--- config.mk ---
export PLATFORM = sky130hd
export DESIGN_NAME = if_fetch_unit
export DESIGN_NICKNAME = d
export VERILOG_FILES = /design/src/rtl/if_fetch_unit.sv
export SDC_FILE = /design/constraint.sdc
export NUM_CORES = 1
export LEC_CHECK = 0
export BUFFER_PORTS_ARGS = -buffer_cell sky130_fd_sc_hd__clkbuf_2
export CORE_ASPECT_RATIO = 0.6
export CORE_UTILIZATION = 45
export CTS_CLUSTER_DIAMETER = 30
export DETAILED_ROUTE_END_ITERATION = 7
export HOLD_SLACK_MARGIN = 0.05
export PLACE_DENSITY_LB_ADDON = 0.2
export SYNTH_ARGS = -nofsm -noshare
export SYNTH_HDL_FRONTEND = slang
export SYNTH_SLANG_ARGS = --single-unit
--- constraint.sdc ---
create_clock -name clk -period 6.1 [get_ports clk]
set_input_delay 1.22 -clock clk [delete_from_list [all_inputs] [get_ports clk]]
set_output_delay 1.22 -clock clk [all_outputs]
set_load 0.02 [all_outputs]
--- src/rtl/if_fetch_unit.sv ---
// IF-stage fetch engine: owns the PC, issues one instruction fetch at a time and
// feeds the IF/ID register, with a one-entry skid for responses that arrive under stall.
module if_fetch_unit #(
  parameter logic [31:0] RESET_PC = 32'h0000_0000
) (
  input  logic        clk,
  input  logic        rst,
  input  logic        id_stall,
  input  logic        br_taken,
  input  logic [31:0] NPC_beq,
  input  logic        jump,
  input  logic [31:0] NPC_j,
  output logic        imem_req,
  output logic [31:0] imem_addr,
  input  logic        imem_ready,
  input  logic        imem_rvalid,
  input  logic [31:0] imem_rdata,
  output logic [31:0] IFID_PC,
  output logic [31:0] IFID_Instr,
  output logic        IFID_valid
);

  typedef enum logic [1:0] {
    S_FETCH = 2'd0,
    S_WAIT  = 2'd1,
    S_HOLD  = 2'd2
  } state_t;

  state_t      r_state;
  logic [31:0] r_pc;
  logic [31:0] r_req_pc;
  logic        r_drop;
  logic [31:0] r_skid;

  logic        w_redirect;
  logic [31:0] w_target;
  logic [31:0] w_pc_inc;
  logic        w_ifid_free;
  logic        w_load;
  logic [31:0] w_load_data;

  // Redirect selection, IF/ID load decision and load source.
  always_comb begin
    w_redirect  = br_taken | jump;
    w_target    = 32'h0000_0000;
    w_pc_inc    = r_req_pc + 32'd4;
    w_ifid_free = ~IFID_valid | ~id_stall;
    w_load      = 1'b0;
    w_load_data = imem_rdata;
    if (jump) begin
      w_target = {NPC_j[31:2], 2'b00};
    end else begin
      w_target = {NPC_beq[31:2], 2'b00};
    end
    case (r_state)
      S_WAIT: begin
        w_load      = ~w_redirect & imem_rvalid & ~r_drop & w_ifid_free;
        w_load_data = imem_rdata;
      end
      S_HOLD: begin
        w_load      = ~w_redirect & ~id_stall;
        w_load_data = r_skid;
      end
      default: begin
        w_load      = 1'b0;
        w_load_data = imem_rdata;
      end
    endcase
  end

  // Request is suppressed while reset is asserted.
  always_comb begin
    imem_req  = (r_state == S_FETCH) & ~rst;
    imem_addr = r_pc;
  end

  // Fetch FSM, PC and IF/ID pipeline register.
  always_ff @(posedge clk) begin
    if (rst) begin
      r_state    <= S_FETCH;
      r_pc       <= RESET_PC;
      r_req_pc   <= 32'h0000_0000;
      r_drop     <= 1'b0;
      r_skid     <= 32'h0000_0000;
      IFID_PC    <= 32'h0000_0000;
      IFID_Instr <= 32'h0000_0000;
      IFID_valid <= 1'b0;
    end else begin
      case (r_state)
        S_FETCH: begin
          if (imem_ready) begin
            r_req_pc <= r_pc;
            r_drop   <= w_redirect;
            r_state  <= S_WAIT;
          end else begin
            r_state  <= S_FETCH;
          end
        end
        S_WAIT: begin
          if (imem_rvalid) begin
            // A stale or redirected response is dropped on the floor.
            if (r_drop || w_redirect) begin
              r_drop  <= 1'b0;
              r_state <= S_FETCH;
            end else if (w_ifid_free) begin
              r_state <= S_FETCH;
            end else begin
              r_skid  <= imem_rdata;
              r_state <= S_HOLD;
            end
          end else if (w_redirect) begin
            r_drop <= 1'b1;
          end else begin
            r_drop <= r_drop;
          end
        end
        S_HOLD: begin
          if (w_redirect || !id_stall) begin
            r_state <= S_FETCH;
          end else begin
            r_state <= S_HOLD;
          end
        end
        default: begin
          r_state <= S_FETCH;
        end
      endcase

      if (w_redirect) begin
        r_pc       <= w_target;
        IFID_valid <= 1'b0;
      end else if (w_load) begin
        r_pc       <= w_pc_inc;
        IFID_PC    <= r_req_pc;
        IFID_Instr <= w_load_data;
        IFID_valid <= 1'b1;
      end else if (IFID_valid && !id_stall) begin
        IFID_valid <= 1'b0;
      end else begin
        IFID_valid <= IFID_valid;
      end
    end
  end

endmodule

Word-level counts from Yosys, hierarchy flattened
Cells that the tools add are included.
{"block": "totals", "wordCells": 60, "input_bits": 103, "register_bits": 164}
{"block": "op_classes", "reduce_logical": 13, "n_addsub": 1, "muxes": 18, "bitwise_logic": 14, "n_eq_ne": 6}
{"op": "$mux 32", "count": 4}
{"op": "$add 32x3->32 const B", "count": 1}
{"op": "$mux 2", "count": 4}
{"op": "$reduce_and 4->1", "count": 2}
{"op": "$mux 1", "count": 7}
{"op": "$not 1->1", "count": 7}
{"op": "$ne 3x3->1 const B", "count": 2}
{"op": "$pmux 2 s3", "count": 1}
{"op": "$reduce_bool 2->1", "count": 3}
{"op": "$and 1x1->1", "count": 5}
{"op": "$ne 2x2->1 const B", "count": 2}
{"op": "$pmux 1 s2", "count": 2}
{"op": "$reduce_and 2->1", "count": 2}
{"op": "$eq 2x1->1 const B", "count": 1}
{"op": "$eq 2x2->1 const B", "count": 1}
{"op": "$logic_not 2->1", "count": 1}
{"op": "$logic_or 1x1->1", "count": 2}
{"op": "$or 1x1->1", "count": 2}
{"op": "$reduce_or 2->1", "count": 1}
{"op": "$logic_and 1x1->1", "count": 1}
{"op": "$logic_not 1->1", "count": 1}

Depth between registers and ports, before layout
Gate-level depths: netlist (run 1).
{"block": "logic_depth", "depth_word": 8, "mapped_depth": 9, "ltp_nobuf": 7}

Worst setup path after synthesis (run 1)
Ideal clock, no wire load.
{"block": "synth_path", "path_kind": "input port to output port", "from": "in rst", "to": "out imem_req", "required_ns": 4.880, "stages": 3, "slack_ns": 3.038, "arrival_time_ns": 1.842, "path_cell_list": "buf_2 > buf_2 > nor2b_1"}
{"block": "synth_via", "elab_chain_cells": 2}
{"item": "start, declared", "line_no": "7", "text": "input logic rst,"}
{"item": "$not 1->1", "line_no": "73", "text": "imem_req = (r_state == S_FETCH) & ~rst;"}
{"item": "$and 1x1->1", "line_no": "73"}
{"item": "end, declared", "line_no": "13", "text": "output logic imem_req,"}
No other way between the ends.

Worst setup path after layout (run 1)
{"block": "layout_path", "from": "in jump", "to": "reg IFID_Instr[7]"}
{"block": "layout_via", "elab_chain_cells": 7, "word_cells_on_any_way": 8, "cone_classes": "mux (1); bitwise (6); reduce/logical (1)"}
{"item": "start, declared", "line_no": "11", "text": "input logic jump,"}
{"item": "$or 1x1->1 *", "line_no": "44", "text": "w_redirect = br_taken | jump;"}
{"item": "$not 1->1 (no source line) *"}
{"item": "$and 1x1->1 (3 in series)", "line_no": "57", "text": "w_load = ~w_redirect & imem_rvalid & ~r_drop & w_ifid_free;"}
{"item": "$pmux 1 s2", "line_no": "55", "text": "case (r_state)"}
{"item": "$reduce_and 2->1 (no source line) *"}
{"item": "end signal, assigned", "line_no": "135", "text": "IFID_Instr <= w_load_data;"}
{"item": "end, declared", "line_no": "19", "text": "output logic [31:0] IFID_Instr,"}
Every way passes the cells marked *; elsewhere a longest branch is shown, timed or not.
A chain may end at the register's enable or synchronous reset.

==> impl_metrics.csv, run 1 <==
group,metric,value,unit
status,outcome,"finished with violations",
status,violations,"DRC",
synthesis,synth_seq_area_share,45.1,%
synthesis,ys_async_sr_fraction,0,%
clock_network,clk_latency,420,ps
timing,rsz0062_at_grt,"false",
power,internal-power,1750,uW
power,leakagePower,0.00337,uW
power,p_seq_share,47.7,%
timing,skew,16.1,ps
layout,final_cell_mix,"nand2_1 (216), clkbuf_2 (195), dfxtp_1 (164), a21oi_1 (119), nor2_1 (63)",
layout,diodes,0,
global_route,grt_pass1_vias,6159,
layout,fin_nets,1162,
power,power_frac_clock,43.6,%
clock_network,numCtsBuffers,17,
critical_path,path_max_fanout,62,
critical_path,arrival,3920,ps
timing,slew_headroom,28.3,%
min_path,hp-class,"reg2reg",
layout,fin_cells,1269,
global_route,grt_usage,24.9,%
power,vdd_drop_max,0.171,mV
synthesis,synth_largest_area_cell,"dfxtp_1",
layout,layout-drive-gt1-share,23.5,%
timing,fmax,0.277,GHz
layout,syn_to_final_growth,22.0,%
synthesis,synth_area_leaders,"dfxtp_1 (45%), nand2_1 (11%), a21oi_1 (8.2%), mux2i_1 (4.8%), a211oi_1 (4.5%)",
clock_network,cts_tree,"done",
critical_path,path_class,"in2reg",
critical_path,critPathLaunchType,"primary input",
synthesis,synth-adder-area-share,0.860,%
synthesis,synth_edf_count,0,
drt,wirelength,20800,microns
clock_network,path_clk_slew,60,ps
synthesis,synth-compound-area-share,20.4,%
synthesis,syn_area,7280,sq um
floorplanning,pin_count,201,
global_route,grt_pass1_wl,33000,microns
floorplanning,num_rows,35,
synthesis,synth-main-ff-cell,"dfxtp_1",
synthesis,synth_cell_types,55,
flow_run,cap_violations,0,
synthesis,syn_nets,1008,
clock_network,cts-htree-levels,4,
power,switching_share,26.0,%
clock_network,post_cts_buffers,0,
clock_network,hold_buffers,0,
critical_path,required,6420,ps
layout,layout_commonest_cell,"nand2_1",
synthesis,yosysWarnings,0,
floorplanning,initial_core_util,46.7,%
synthesis,ys_ff_latch,164,
synthesis,synth_top_family_by_area,"simple AND/OR/NAND/NOR gates",
timing,setup_violations,0,
power,powerDensity,267,nW/um^2
synthesis,synthMuxAreaShare,4.81,%
floorplanning,die_area,16700,sq um
global_route,overflow,0,
drt,first_pass_iters,8,
drt,vias_per_cell,5.45,
placed_design,place_congestion,0.855,
placed_design,dp_cells,1238,
critical_path,cp-end-kind,"flip-flop",
drt,wl_per_cell,16.4,microns
clock_network,cts_buffer_depth,2,
floorplanning,core,15600,sq um
timing,timing.final.crit_share,59.1,%
synthesis,yosys.area_share.simple,21.6,%
clock_network,cts_resized,0,
synthesis,synthDominantCellAreaShare,45.1,%
drt,vias,6914,
drt,drt_iter0_drc,523,
synthesis,synth_xor_area_share,2.41,%
global_route,antenna_found_initial,0,
placed_design,dp_hpwl,14200,microns
global_route,grt_max_degree,83,
timing,finalHoldViolations,0,
timing,fin_crit,3610,ps
timing,maxSlewViolCount,0,
drt,ant_nets,0,
floorplanning,fp.dieW,166,microns
power,combPwrFrac,8.7,%
timing,fin_setup_tns,0,ps
clock_network,cts.root.buffer_cell,"clkbuf_16",
clock_network,cts.sinks,164,
synthesis,avgSynthCellArea,8.09,sq um
timing,tightest_slew,1070,ps
placed_design,io_buffers,196,
synthesis,synthCells,900,
floorplanning,die_h,101,microns
power,power.switching,617,uW
drt,drc,14,
==> flip-flops by register name, indices dropped and copies added (netlist names) <==
register,flops
r_state,2
r_req_pc,32
IFID_Instr,32
imem_addr,32
r_drop,1
IFID_valid,1
IFID_PC,32
r_skid,32
==> power by group through the flow <==
stage	registers (uW)	logic (uW)	clock network (uW)
2_1_floorplan	1160	106	0
3_3_place_gp	1150	203	0
3_5_place_dp	1150	205	0
4_1_cts	1130	206	1060
5_1_grt	1130	226	1100
6_report	1130	207	1030
==> Yosys cell counts, drive strengths merged (2+ instances only) <==
| cell | instances |
|---|---|
| o21ai | 20 |
| a21oi | 119 |
| and4 | 4 |
| nand3 | 11 |
| nand2b | 4 |
| nor3 | 12 |
| o211ai | 3 |
| nor4 | 12 |
| o31a | 3 |
| mux2i | 35 |
| a31oi | 6 |
| o21a | 9 |
| or2 | 2 |
| xnor2 | 10 |
| a22oi | 8 |
| buf | 26 |
| a2111oi | 2 |
| dfxtp | 164 |
| and3 | 7 |
| nor2 | 64 |
| a211oi | 45 |
| o221ai | 4 |
| clkbuf | 46 |
| nand2 | 216 |
| nand3b | 2 |
| o22ai | 11 |
| ha | 5 |
| xor2 | 10 |
| nand4 | 11 |
| a221oi | 2 |
| inv | 9 |
| and2 | 3 |
| nor2b | 3 |
==> layer usage <==
layer / global-route usage [%] / up-vias / wire length, microns
met3: 4.83 / 10 / 1730
met4: 5.61 / 0 / 123
li1: - / 3445 / -
met2: 35.4 / 267 / 8320
met1: 38.2 / 3192 / 10600
met5: 0 / - / 0
==> worst paths after layout <==
| kind | from | to | slack (ps) | cells past startpoint |
|---|---|---|---|---|
| max | jump | IFID_Instr[7]$_SDFFE_PP0P_ | 2490 | 7 |
| min | IFID_PC[0]$_SDFFE_PP0P_ | IFID_PC[0]$_SDFFE_PP0P_ | 450 | 2 |
| max reg2reg | r_state[0]$_SDFFE_PP0P_ | IFID_Instr[7]$_SDFFE_PP0P_ | 3240 | 8 |
| min reg2reg | IFID_PC[0]$_SDFFE_PP0P_ | IFID_PC[0]$_SDFFE_PP0P_ | 450 | 2 |
==> metrics by stage <==
stage | power (uW) | hold slack, ps | area, sq um | util [%] | setup WS, ps
2_1_floorplan | 1270 | 436 | 7280 | - | 3040
3_3_place_gp | 1360 | 441 | 8310 | 53.3 | 2140
3_5_place_dp | 1360 | 447 | 8310 | 53.3 | 2090
4_1_cts | 2400 | 456 | 8880 | 57.0 | 2520
5_1_grt | 2460 | 466 | 8880 | 57.0 | 2280
6_report | 2370 | 455 | 8880 | 57.0 | 2490
==> logic make-up after synthesis <==
family	after synthesis
fa+ha+maj	5
mux	35
simple gates	354
compound gates	240
buf+inv	82
flops	164
xor+xnor	20
==> worst max-delay path: stages <==
cell	delay [ps]
clkbuf_2	350
or2_1	570
a211oi_4	740
buf_12	350
buf_4	360
nor2_1	70
a211oi_1	220
==> cell type report <==
cell class                 count  area (sq um)
clock buffer                  19           443
inverter                      10          37.5
timing repair buffer         207          1080
clock inverter                12           123
multi-input combinational    654          3660
tap                          203           254
sequential                   164          3280
fill                        1523          6710
Power figures use the tool's default switching activity.
==> inputs of run 2 (changes only) <==
--- a/config.mk
+++ b/config.mk
@@ -5,6 +5,7 @@
 export SDC_FILE = /design/constraint.sdc
 export NUM_CORES = 1
 export LEC_CHECK = 0
+export ABC_AREA = 1
 export BUFFER_PORTS_ARGS = -buffer_cell sky130_fd_sc_hd__clkbuf_2
 export CORE_ASPECT_RATIO = 0.6
 export CORE_UTILIZATION = 45
==> constraint.sdc (replaced) <==
create_clock -name clk -period 3.48 [get_ports clk]
set_input_delay 0.696 -clock clk [delete_from_list [all_inputs] [get_ports clk]]
set_output_delay 0.696 -clock clk [all_outputs]
set_load 0.02 [all_outputs]
==> impl_metrics.csv, run 2 <==
group,metric,value,unit
layout,final_cell_mix,"nand2_1 (203), clkbuf_2 (196), nor2_1 (195), o21ai_0 (171), dfxtp_1 (164)",
synthesis,avgSynthCellArea,6.82,sq um
timing,fin_setup_tns,0,ps
clock_network,cts_resized,0,
clock_network,cts.sinks,164,
timing,maxSlewViolCount,0,
timing,fin_crit,2540,ps
critical_path,path_max_fanout,29,
synthesis,ys_async_sr_fraction,0,%
synthesis,synth_seq_area_share,43.4,%
synthesis,synthDominantCellAreaShare,43.4,%
critical_path,path_class,"reg2reg",
critical_path,required,3850,ps
clock_network,cts_buffer_depth,2,
power,vdd_drop_max,0.339,mV
synthesis,synthMostInstantiatedCell,"nand2_1",
synthesis,synth_cell_types,34,
critical_path,slowest_stage,"dfxtp_1",
global_route,grt_pass1_vias,6499,
critical_path,r2r_cells,12,
layout,layout_commonest_cell,"nand2_1",
timing,finalHoldViolations,0,
clock_network,path_clk_slew,70,ps
synthesis,synth_common_cells,"nand2_1 (203), nor2_1 (195), o21ai_0 (171), dfxtp_1 (164), a21oi_1 (118)",
layout,stdcell_area,9150,sq um
drt,ant_nets,0,
layout,layout-drive-gt1-share,20.0,%
drt,vias_per_cell,5.07,
drt,wirelength,22200,microns
floorplanning,num_rows,36,
timing,tightest_slew,881,ps
power,powerDensity,471,nW/um^2
clock_network,cts_tree,"done",
global_route,grt_max_degree,122,
placed_design,dp_hpwl,15800,microns
drt,vias,7630,
floorplanning,fp.dieW,169,microns
global_route,overflow,0,
timing,skew,13.3,ps
critical_path,cpMostUsedCell,"inv_1",
global_route,grt_usage,25.9,%
clock_network,cts-htree-levels,4,
critical_path,path_delay_family,"simple AND/OR/NAND/NOR gates",
timing,setup_violations,0,
synthesis,syn_nets,1216,
critical_path,cp-end-kind,"flip-flop",
status,outcome,"finished, final reports clean",
timing,slew_headroom,41.2,%
synthesis,syn_area,7560,sq um
synthesis,synth_area_leaders,"dfxtp_1 (43%), o21ai_0 (11%), nand2_1 (10%), nor2_1 (9.7%), a21oi_1 (7.8%)",
timing,fmax,0.393,GHz
placed_design,io_buffers,196,
critical_path,path_buf_inv,4,
clock_network,numCtsBuffers,17,
timing,rsz0062_at_grt,"false",
floorplanning,die_h,102,microns
placed_design,place_congestion,0.865,
floorplanning,core,16300,sq um
layout,diodes,0,
min_path,hp-class,"reg2reg",
drt,wl_per_cell,14.7,microns
global_route,antenna_found_initial,0,
critical_path,cp_num_cells,12,
floorplanning,pin_count,201,
clock_network,clk_latency,430,ps
synthesis,ys_ff_latch,164,
clock_network,hold_buffers,0,
critical_path,critPathLaunchType,"flip-flop",
flow_run,cap_violations,0,
power,leakagePower,0.00414,uW
global_route,grt_pass1_wl,34800,microns
synthesis,synth_edf_count,0,
layout,syn_to_final_growth,21.1,%
drt,first_pass_iters,5,
critical_path,arrival,2910,ps
min_path,whs_path_depth,2,
critical_path,crit_chain,"inv_1 > ha_1 > nand2_1 > inv_1 > nand4_1 > nand2_2 > nand2_4 > buf_4 > nand2_2 > inv_1 > nand2_1 > a21oi_1",
floorplanning,initial_core_util,46.4,%
synthesis,synthCells,1108,
floorplanning,die_area,17300,sq um
synthesis,yosysWarnings,0,
drt,drc,0,
critical_path,slowest_delay,380,ps
layout,fin_nets,1373,
clock_network,post_cts_buffers,0,
clock_network,cts.root.buffer_cell,"clkbuf_16",
placed_design,placed_area,8610,sq um
drt,drt_iter0_drc,624,
synthesis,synth-main-ff-cell,"dfxtp_1",
timing,timing.final.crit_share,73.0,%
synthesis,synth_largest_area_cell,"dfxtp_1",
run 2: cell types whose count changed after synthesis, moves of 9 or more:
| cell | previous run | this run |
|---|---|---|
| a211oi_1 | 44 | 0 |
| clkbuf_1 | 46 | 33 |
| inv_1 | 9 | 78 |
| mux2i_1 | 35 | 0 |
| nand2_1 | 216 | 203 |
| nand3_1 | 9 | 41 |
| nand3b_1 | 2 | 20 |
| nor2_1 | 63 | 195 |
| nor3_1 | 12 | 0 |
| o21a_1 | 9 | 0 |
| o21ai_0 | 16 | 171 |
| xnor2_1 | 10 | 1 |
| xor2_1 | 10 | 1 |
run 2: report_power, final:
group / total (uW) / internal (uW) / switching, uW / leakage [uW]
registers: 2020 / 1950 / 73.8 / 0.00134
logic: 505 / 180 / 325 / 0.00254
clock network: 1790 / 932 / 853 / 0.000265
total: 4310 / 3060 / 1250 / 0.00414
run 2: tightest hold or removal path, stage by stage (launching register included):
cell and delay, ps:
dfxtp_1 310, nand2_1 60, a21oi_1 60
run 2: metal layers:
metal / global-route usage (%) / part of all wire (%)
met1: 39.5 / 51
met2: 35.8 / 40
met3: 6.89 / 8.4
met4: 5.75 / 1.0
met5: 0 / 0
run 2: final cells by class:
cell class / instances / area [sq um]
flip-flops and latches: 164 / 3280
repair buffers: 206 / 1080
well taps: 228 / 285
clock inverters: 15 / 121
clock buffers: 17 / 425
multi-input cells: 793 / 3640
inverters: 83 / 313
fillers: 1627 / 7150
run 2: final timing paths:
kind                                               from                   endpoint  slack, ps
worst max-delay path            r_state[1]$_SDFFE_PP0P_  imem_addr[0]$_SDFFE_PP0P_        940
worst min-delay path            IFID_PC[1]$_SDFFE_PP0P_    IFID_PC[1]$_SDFFE_PP0P_        480
worst max register to register  r_state[1]$_SDFFE_PP0P_  imem_addr[0]$_SDFFE_PP0P_        940
worst min register to register  IFID_PC[1]$_SDFFE_PP0P_    IFID_PC[1]$_SDFFE_PP0P_        480
run 2: cell families (layout without fill, tap and decap cells):
family / after synthesis / in the layout / synth area share [%]
and+or+nand+nor: 475 / 475 / 26.1
AOI/OAI and AO/OA: 311 / 311 / 21.0
DFF: 164 / 164 / 43.4
buffers and inverters: 151 / 321 / 8.38
adders and majority gates: 5 / 5 / 0.828
xor gates and xnor gates: 2 / 2 / 0.232
run 2: per-stage QoR:
step | hold slack (ps) | util [%] | cells | setup WS (ps) | total power, uW
5_1_grt | 496 | 56.1 | 1506 | 713 | 4490
2_1_floorplan | 455 | - | 1108 | 1610 | 2360
3_3_place_gp | 463 | 52.8 | 1474 | 675 | 2560
4_1_cts | 476 | 56.1 | 1506 | 935 | 4330
6_report | 476 | 56.1 | 1506 | 939 | 4310
3_5_place_dp | 466 | 52.8 | 1474 | 615 | 2560
==> inputs of run 3 (changes only) <==
==> constraint.sdc (replaced) <==
create_clock -name clk -period 2.4 [get_ports clk]
set_input_delay 0.48 -clock clk [delete_from_list [all_inputs] [get_ports clk]]
set_output_delay 0.48 -clock clk [all_outputs]
set_load 0.02 [all_outputs]
==> impl_metrics.csv, run 3 (synthesis gave the netlist of run 2 again) <==
group,metric,value,unit
layout,final_util,57.0,%
timing,finalHoldViolations,0,
status,outcome,"finished, final reports clean",
layout,final_cell_mix,"nand2_1 (203), clkbuf_2 (196), nor2_1 (195), o21ai_0 (171), dfxtp_1 (164)",
global_route,overflow,0,
flow_run,cap_violations,0,
global_route,grt_pass1_wl,35200,microns
placed_design,placed_area,8740,sq um
floorplanning,die_area,17300,sq um
clock_network,cts.sinks,164,
floorplanning,core,16300,sq um
clock_network,path_clk_slew,70,ps
floorplanning,die_h,102,microns
timing,timing.final.crit_share,80.8,%
clock_network,cts_resized,0,
drt,wl_per_cell,14.6,microns
clock_network,clk_latency,430,ps
placed_design,dp_hpwl,16100,microns
timing,setup_violations,0,
placed_design,io_buffers,196,
timing,setup_ws,461,ps
global_route,grt_pass1_vias,6796,
timing,slew_headroom,62.8,%
critical_path,required,2690,ps
layout,fillCellCount,1640,
timing,fin_setup_tns,0,ps
timing,tightest_slew,558,ps
floorplanning,fp.dieW,169,microns
clock_network,cts-htree-levels,4,
drt,ant_nets,0,
drt,vias,7692,
layout,stdcell_area,9290,sq um
layout,diodes,0,
timing,fmax,0.516,GHz
timing,rsz0062_at_grt,"false",
layout,fin_nets,1384,
critical_path,arrival,2230,ps
clock_network,numCtsBuffers,17,
drt,drc,0,
drt,wirelength,22200,microns
clock_network,post_cts_buffers,0,
global_route,antenna_found_initial,0,
min_path,hp-class,"in2reg",
timing,fin_crit,1940,ps
drt,first_pass_iters,7,
power,vdd_drop_max,0.359,mV
timing,skew,16.4,ps
drt,drt_iter0_drc,593,
global_route,grt_usage,26.1,%
layout,layout_commonest_cell,"nand2_1",
critical_path,r2r_cells,10,
timing,maxSlewViolCount,0,
floorplanning,initial_core_util,46.4,%
layout,layout-drive-gt1-share,20.6,%
critical_path,cp-end-kind,"flip-flop",
global_route,grt_max_degree,66,
critical_path,critPathLaunchType,"flip-flop",
placed_design,pre_cts_ws,392,ps
placed_design,place_congestion,0.888,
clock_network,cts_buffer_depth,2,
critical_path,path_max_fanout,32,
power,powerDensity,674,nW/um^2
drt,vias_per_cell,5.07,
power,p_total,6260,uW
min_path,whs_path_depth,3,
power,leakagePower,0.00421,uW
floorplanning,num_rows,36,
critical_path,path_class,"reg2reg",
clock_network,cts_tree,"done",
layout,syn_to_final_growth,22.9,%
clock_network,hold_buffers,0,
floorplanning,pin_count,201,
clock_network,cts.root.buffer_cell,"clkbuf_16",
==> run 3: cell types whose count changed in the layout (fill, tap and decap cells not counted) <==
cell | before | now
buf_4 | 8 | 15
buf_12 | 2 | 6
inv_6 | 5 | 3
clkinv_2 | 4 | 3
inv_8 | 2 | 4
==> run 3: metal layers <==
metal,vias up,global-route usage [%],wire length [microns]
met2,271,36.9,9030
met4,0,5.06,157
met3,17,5.77,1830
met5,-,0,0
li1,3951,-,-
met1,3453,40.0,11100
==> run 3: metrics by stage <==
stage / cells / hold slack, ps
after global routing: 1516 / 277
final: 1516 / 279
after global placement: 1485 / 464
after floorplan: 1108 / 455
after CTS: 1516 / 276
after detailed placement: 1485 / 459
==> run 3: worst paths after layout <==
kind,slack [ps],startpoint,endpoint
worst max register to register,460,r_state[1]$_SDFFE_PP0P_,imem_addr[19]$_SDFFE_PP0P_
worst min-delay path,280,imem_rdata[16],r_skid[16]$_SDFFE_PP0P_
worst min register to register,480,IFID_PC[1]$_SDFFE_PP0P_,IFID_PC[1]$_SDFFE_PP0P_
worst max-delay path,460,r_state[1]$_SDFFE_PP0P_,imem_addr[19]$_SDFFE_PP0P_
==> run 3: power breakdown <==
part	internal, uW	total [uW]	switching, uW
clock network	1350	2570	1220
registers	2830	2930	106
logic	280	757	477
total	4460	6260	1800
==> run 3: cell type report <==
cell class,count,area [sq um],share of cell area [%]
Tap cell,228,285,3.07
Timing Repair Buffer,217,1210,13.1
Inverter,83,313,3.37
Sequential cell,164,3280,35.4
Clock inverter,14,121,1.31
Clock buffer,17,425,4.58
Multi-Input combinational cell,793,3640,39.2
==> run 3: critical path: stages (launching register included) <==
cell	delay [ps]
dfxtp_1	350
inv_1	80
ha_1	220
nand2_1	110
inv_1	80
nand4_1	100
nand2_2	100
nand2_4	70
buf_4	240
a21oi_1	340
a21oi_1	110
